File: src/rtl/pc_register_unit_if.sv
// rtl/pc_register_unit_if.sv - signal bundle between control/PC mux and the PC register stage
interface pc_register_unit_if #(
  parameter int CNT_WIDTH = 32
);
  logic [31:0]          pc_in;
  logic                 pc_write;
  logic                 pc_write_cond;
  logic [1:0]           branch_op;
  logic                 alu_zero;
  logic                 alu_gt;
  logic                 epc_write;
  logic [31:0]          epc_in;
  logic [31:0]          pc_out;
  logic [31:0]          epc_out;
  logic                 branch_taken;
  logic                 pc_changed;
  logic                 align_fault;
  logic [31:0]          fault_addr;
  logic [CNT_WIDTH-1:0] write_count;

  modport master (
    output pc_in, pc_write, pc_write_cond, branch_op, alu_zero, alu_gt, epc_write, epc_in,
    input  pc_out, epc_out, branch_taken, pc_changed, align_fault, fault_addr, write_count
  );

  modport slave (
    input  pc_in, pc_write, pc_write_cond, branch_op, alu_zero, alu_gt, epc_write, epc_in,
    output pc_out, epc_out, branch_taken, pc_changed, align_fault, fault_addr, write_count
  );
endinterface

File: src/rtl/pc_register_unit.sv
// rtl/pc_register_unit.sv - PC register with branch-condition gating, alignment guard, EPC and write counter
module pc_register_unit #(
  parameter logic [31:0] RESET_PC  = 32'h0000_0000,
  parameter int          CNT_WIDTH = 32
) (
  input logic               clk,
  input logic               reset,
  pc_register_unit_if.slave bus
);
  localparam logic [CNT_WIDTH-1:0] CNT_ONE = {{(CNT_WIDTH-1){1'b0}}, 1'b1};

  logic                 cond;
  logic                 req;
  logic                 aligned;
  logic [31:0]          pc;
  logic [31:0]          epc;
  logic [31:0]          fault;
  logic [CNT_WIDTH-1:0] count;
  logic                 taken_q;
  logic                 changed_q;
  logic                 fault_q;

  always_comb begin
    cond = 1'b0;
    case (bus.branch_op)
      2'b00:   cond = bus.alu_zero;
      2'b01:   cond = !bus.alu_zero;
      2'b10:   cond = bus.alu_zero | !bus.alu_gt;
      default: cond = bus.alu_gt & !bus.alu_zero;
    endcase
  end

  assign req     = bus.pc_write | (bus.pc_write_cond & cond);
  assign aligned = (bus.pc_in[1:0] == 2'b00);

  // Pulses default low every edge so they only stay high across consecutive qualifying edges.
  always_ff @(posedge clk or posedge reset) begin
    if (reset) begin
      pc        <= RESET_PC;
      epc       <= 32'h0;
      fault     <= 32'h0;
      count     <= '0;
      taken_q   <= 1'b0;
      changed_q <= 1'b0;
      fault_q   <= 1'b0;
    end else begin
      taken_q   <= 1'b0;
      changed_q <= 1'b0;
      fault_q   <= 1'b0;
      if (req) begin
        if (aligned) begin
          pc        <= bus.pc_in;
          changed_q <= 1'b1;
          count     <= count + CNT_ONE;
          taken_q   <= !bus.pc_write;
        end else begin
          fault_q <= 1'b1;
          fault   <= bus.pc_in;
        end
      end
      if (bus.epc_write) begin
        epc <= bus.epc_in;
      end
    end
  end

  assign bus.pc_out       = pc;
  assign bus.epc_out      = epc;
  assign bus.fault_addr   = fault;
  assign bus.write_count  = count;
  assign bus.branch_taken = taken_q;
  assign bus.pc_changed   = changed_q;
  assign bus.align_fault  = fault_q;
endmodule

File: src/flat_wrapper.sv
// flat-port wrapper written by rule: the top's interface ports become plain ports
module pc_register_unit_flat 
#(
  parameter logic [31:0] RESET_PC  = 32'h0000_0000,
  parameter int          CNT_WIDTH = 32
)
  (clk, reset, bus_pc_in, bus_pc_write, bus_pc_write_cond, bus_branch_op, bus_alu_zero, bus_alu_gt, bus_epc_write, bus_epc_in, bus_pc_out, bus_epc_out, bus_branch_taken, bus_pc_changed, bus_align_fault, bus_fault_addr, bus_write_count);
  pc_register_unit_if #(.CNT_WIDTH(CNT_WIDTH)) bus_i ();
  input logic clk;
  input logic reset;
  input wire logic [$bits(bus_i.pc_in)-1:0] bus_pc_in;
  input wire logic [$bits(bus_i.pc_write)-1:0] bus_pc_write;
  input wire logic [$bits(bus_i.pc_write_cond)-1:0] bus_pc_write_cond;
  input wire logic [$bits(bus_i.branch_op)-1:0] bus_branch_op;
  input wire logic [$bits(bus_i.alu_zero)-1:0] bus_alu_zero;
  input wire logic [$bits(bus_i.alu_gt)-1:0] bus_alu_gt;
  input wire logic [$bits(bus_i.epc_write)-1:0] bus_epc_write;
  input wire logic [$bits(bus_i.epc_in)-1:0] bus_epc_in;
  output wire logic [$bits(bus_i.pc_out)-1:0] bus_pc_out;
  output wire logic [$bits(bus_i.epc_out)-1:0] bus_epc_out;
  output wire logic [$bits(bus_i.branch_taken)-1:0] bus_branch_taken;
  output wire logic [$bits(bus_i.pc_changed)-1:0] bus_pc_changed;
  output wire logic [$bits(bus_i.align_fault)-1:0] bus_align_fault;
  output wire logic [$bits(bus_i.fault_addr)-1:0] bus_fault_addr;
  output wire logic [$bits(bus_i.write_count)-1:0] bus_write_count;
  assign bus_i.pc_in = bus_pc_in;
  assign bus_i.pc_write = bus_pc_write;
  assign bus_i.pc_write_cond = bus_pc_write_cond;
  assign bus_i.branch_op = bus_branch_op;
  assign bus_i.alu_zero = bus_alu_zero;
  assign bus_i.alu_gt = bus_alu_gt;
  assign bus_i.epc_write = bus_epc_write;
  assign bus_i.epc_in = bus_epc_in;
  assign bus_pc_out = bus_i.pc_out;
  assign bus_epc_out = bus_i.epc_out;
  assign bus_branch_taken = bus_i.branch_taken;
  assign bus_pc_changed = bus_i.pc_changed;
  assign bus_align_fault = bus_i.align_fault;
  assign bus_fault_addr = bus_i.fault_addr;
  assign bus_write_count = bus_i.write_count;
  pc_register_unit #(.RESET_PC(RESET_PC), .CNT_WIDTH(CNT_WIDTH)) u_core (.clk(clk), .reset(reset), .bus(bus_i));
endmodule
File: config.mk
export PLATFORM = sky130hd
export DESIGN_NAME = pc_register_unit_flat
export DESIGN_NICKNAME = d
export VERILOG_FILES = /design/src/rtl/pc_register_unit_if.sv /design/src/rtl/pc_register_unit.sv /design/src/flat_wrapper.sv
export SDC_FILE = /design/constraint.sdc
export NUM_CORES = 1
export LEC_CHECK = 0
export ABC_AREA = 1
export BUFFER_PORTS_ARGS = -buffer_cell sky130_fd_sc_hd__clkbuf_2
export CAP_MARGIN = 20
export CORE_AREA = 4 4 114 116
export DETAILED_ROUTE_END_ITERATION = 7
export DIE_AREA = 0 0 118 120
export PLACE_DENSITY = 0.82
export SLEW_MARGIN = 20
export SYNTH_ARGS = -nofsm -noshare
export SYNTH_HDL_FRONTEND = slang
export SYNTH_SLANG_ARGS = --single-unit
File: constraint.sdc
create_clock -name clk -period 4.05 [get_ports clk]
set_input_delay 0 -clock clk [delete_from_list [all_inputs] [get_ports clk]]
set_output_delay 0 -clock clk [all_outputs]
set_load 0.01 [all_outputs]
==> reports/summary.txt <==
Outcome - complete, no violations
DRT antenna net count - 0
Clk sinks - 131
Clock transition at the registers of the reported paths - 0.05 ns
CP Class - input pin to register
Max-cap violations - 0
Peak VDD IR - 0.0002977 V
Arr. time, crit path - 2.16 ns
Top Metal Used - met4
Starting Density - 49.52%
Net switching power - 1.037 mW
Total Power - 3.878 mW
Layout area overhead - 41.11%
Fmax achieved - 541.1 MHz
Top cells by count, synth - 254 x nand2_1, 131 x dfrtp_1, 61 x inv_1
Cell Area, Synth - 5898 um^2
Final hold vios - 0
Resize count post-CTS - 0
Largest net degree at the start of global routing - 66
Gate Count Post-Synth - 663
Cell internal pwr - 2.841 mW
Antenna cells - 0
Dpl ws - 2.127 ns
Synth Flop Type - dfrtp_1
First-pass GRT wire length - 27420 um
Asr flop ratio synth - 100.0%
Nets - 1008
Setup tns final - 0 ns
Post-route cell area - 8323 um^2
Worst stage delay on the critical path - 0.62 ns
Buffers & Inverters on Critical Path - 4
IO buf count - 203
Vias - 5396
Vias/cell - 4.932
Slew of the pin with the lowest slew margin - 1.003 ns
Most frequent CP cell - nand2_2
Clk_lat worst skew - 0.41 ns
Worst setup SP type - input pin
Synth top area cells - dfrtp_1 56%, nand2_1 16%, mux2_2 5.7%, inv_1 3.9%, o21ai_0 3.6%
Die W - 118 um
Routed wl met3 - 1241 um
Final period util - 45.63%
Setup repair bufs after CTS - 0
Setup violators final - 0
Sequential element share of the synthesized area - 55.58%
Synthesized Nets - 737
Slew Viols, Final - 0
Worst path slowest cell - nand2_2
Hold crit path type - input pin to register
Cell family with most CP delay - buffers and inverters
Final WL - 16320 um
H-tree depth - 4
Vias in the first global route - 5485
Relative slew slack - 32.91%
RSZ-0062 raised after global routing - no
Synth warnings - 0
Dpl hpwl - 10330 um
Clock share of power - 43.5%
Initial antenna violation count - 0
M1 WL - 6475 um
Met2 wire length - 8122 um
Critical-path cell list - dlygate4sd3_1 -> clkbuf_2 -> inv_1 -> nand2_2 -> nand2_2 -> buf_4 -> nand2_1 -> o21ai_0
Global route overflow - 0
Top-level I/O count - 204
Skew final - 0.009345 ns
Crit-path max FO - 55
CP Capture Type - register
Post-synthesis register bit count - 131
Logic pwr share - 15.7%
Die Y - 120 um
Core Area - 11910 um^2
CTS Buf Count - 17
Setup WS post-layout - 2.202 ns
Placer Congestion - 0.8676
Count leader, synth - nand2_1
Initial drt markers - 370
Seq pwr share - 40.8%
Power per Cell Area - 465.9 nW/um^2
Post-synth EDFFs - 0
Sw frac - 26.73%
WP data required - 4.36 ns
Die ar. - 14160 um^2
Worst-case clock buffer depth - 2
GR Util All Layers - 24.23%
Placed inst area - 6990 um^2
CTS tree - done
Remaining DRCs - 0
Routed length per instance - 14.92 um
Area leader, netlist - dfrtp_1
Root Buffer - clkbuf_16
Mapped Avg Cell Area - 8.896 um^2
Static Leak - 4.413 nW
Fin crit period - 1.848 ns
FP Rows - 40
Layout cells sized above 1 - 30.62%
Post-synth cell types - 25
Synth top area share - 55.58%
First-pass iteration count of the detailed router - 5
-- state kept, by name (all words and copies together), names as in the netlist --
name / flops
u_core.bus.epc_out: 32
u_core.bus.align_fault: 1
u_core.bus.write_count: 32
u_core.bus.pc_changed: 1
u_core.bus.fault_addr: 32
u_core.bus.pc_out: 32
u_core.bus.branch_taken: 1
-- worst register-to-register path: stages, from the launching register on --
cell     delay (ns)
dfrtp_1        0.43
ha_1           0.31
inv_1          0.13
nor2_4         0.19
nand2_4        0.09
nor2_8         0.15
xor2_1         0.18
nand2_1        0.07
nand2_1        0.06
-- cell usage in the layout (no fill, tap or decap), drive strengths merged --
cell / count
nand3: 16
o21ai: 64
dlygate4sd3: 68
nor2: 53
buf: 4
clkinvlp: 1
nand3b: 3
nand2: 264
xnor2: 5
a21oi: 1
mux2: 32
clkbuf: 224
inv: 62
bufinv: 5
dfrtp: 131
clkinv: 4
ha: 1
xor2: 9
-- layer usage --
layer | track usage [%] | vias to the layer above
li1 | - | 2602
met4 | 10.55 | 0
met1 | 28.98 | 2514
met2 | 41.00 | 236
met3 | 6.927 | 44
met5 | 0 | -
-- kinds of logic (layout without fill, tap and decap cells) --
group                      after synthesis  after routing  share of synthesized area, %
adders and majority gates                1              1                        0.2121
buffers and inverters                   84            368                         6.258
DFF                                    131            131                         55.58
muxes                                   32             32                         6.109
xor gates and xnor gates                14             14                         2.079
and+or+nand+nor                        336            336                         24.18
AOI/OAI and AO/OA                       65             65                         5.579
-- repair_timing --
action,CTS,global route
endpoints found under the hold margin,158,0
endpoints found under the setup margin,0,0
hold buffers,68,0
-- through the flow --
stage,util (%),cells,hold slack [ns]
final,69.87,1094,0.02335
after global routing,69.87,1094,0.04115
after CTS,69.87,1094,0.005092
after detailed placement,58.69,994,0.1977
after global placement,58.69,994,0.1824
after floorplan,-,663,0.06641
-- path summary, 6_finish.rpt --
kind                                           startpoint                    endpoint  slack, ns  cells after the start
worst max-delay path                         bus_pc_write        u_core.bus.pc_out[7]       2.20                      8
worst min-delay path                    bus_pc_write_cond    u_core.bus.fault_addr[0]       0.02                      5
worst max register to register  u_core.bus.write_count[1]  u_core.bus.write_count[14]       2.37                      8
worst min register to register   u_core.bus.fault_addr[0]    u_core.bus.fault_addr[0]       0.48                      2
max in group asynchronous                           reset      u_core.bus.epc_out[22]       2.78                      4
min in group asynchronous                           reset        u_core.bus.pc_out[0]       0.30                      3
-- cell type report --
type | count | area [um^2]
Clock buffer | 21 | 450.4
Clock inverter | 11 | 201.4
Fill cell | 871 | 3588
Inverter | 61 | 231.5
Multi-Input combinational cell | 448 | 2251
Sequential cell | 131 | 3278
Tap cell | 147 | 183.9
Timing Repair Buffer | 275 | 1727
-- power groups by stage --
stage | sequential [mW] | combinational, mW | clock, mW
after floorplan | 1.65 | 0.231 | 0
final | 1.58 | 0.608 | 1.69
after global routing | 1.60 | 0.673 | 1.77
after global placement | 1.59 | 0.533 | 0
after CTS | 1.57 | 0.602 | 1.72
after detailed placement | 1.59 | 0.549 | 0
(Power assumes the default switching activity.)
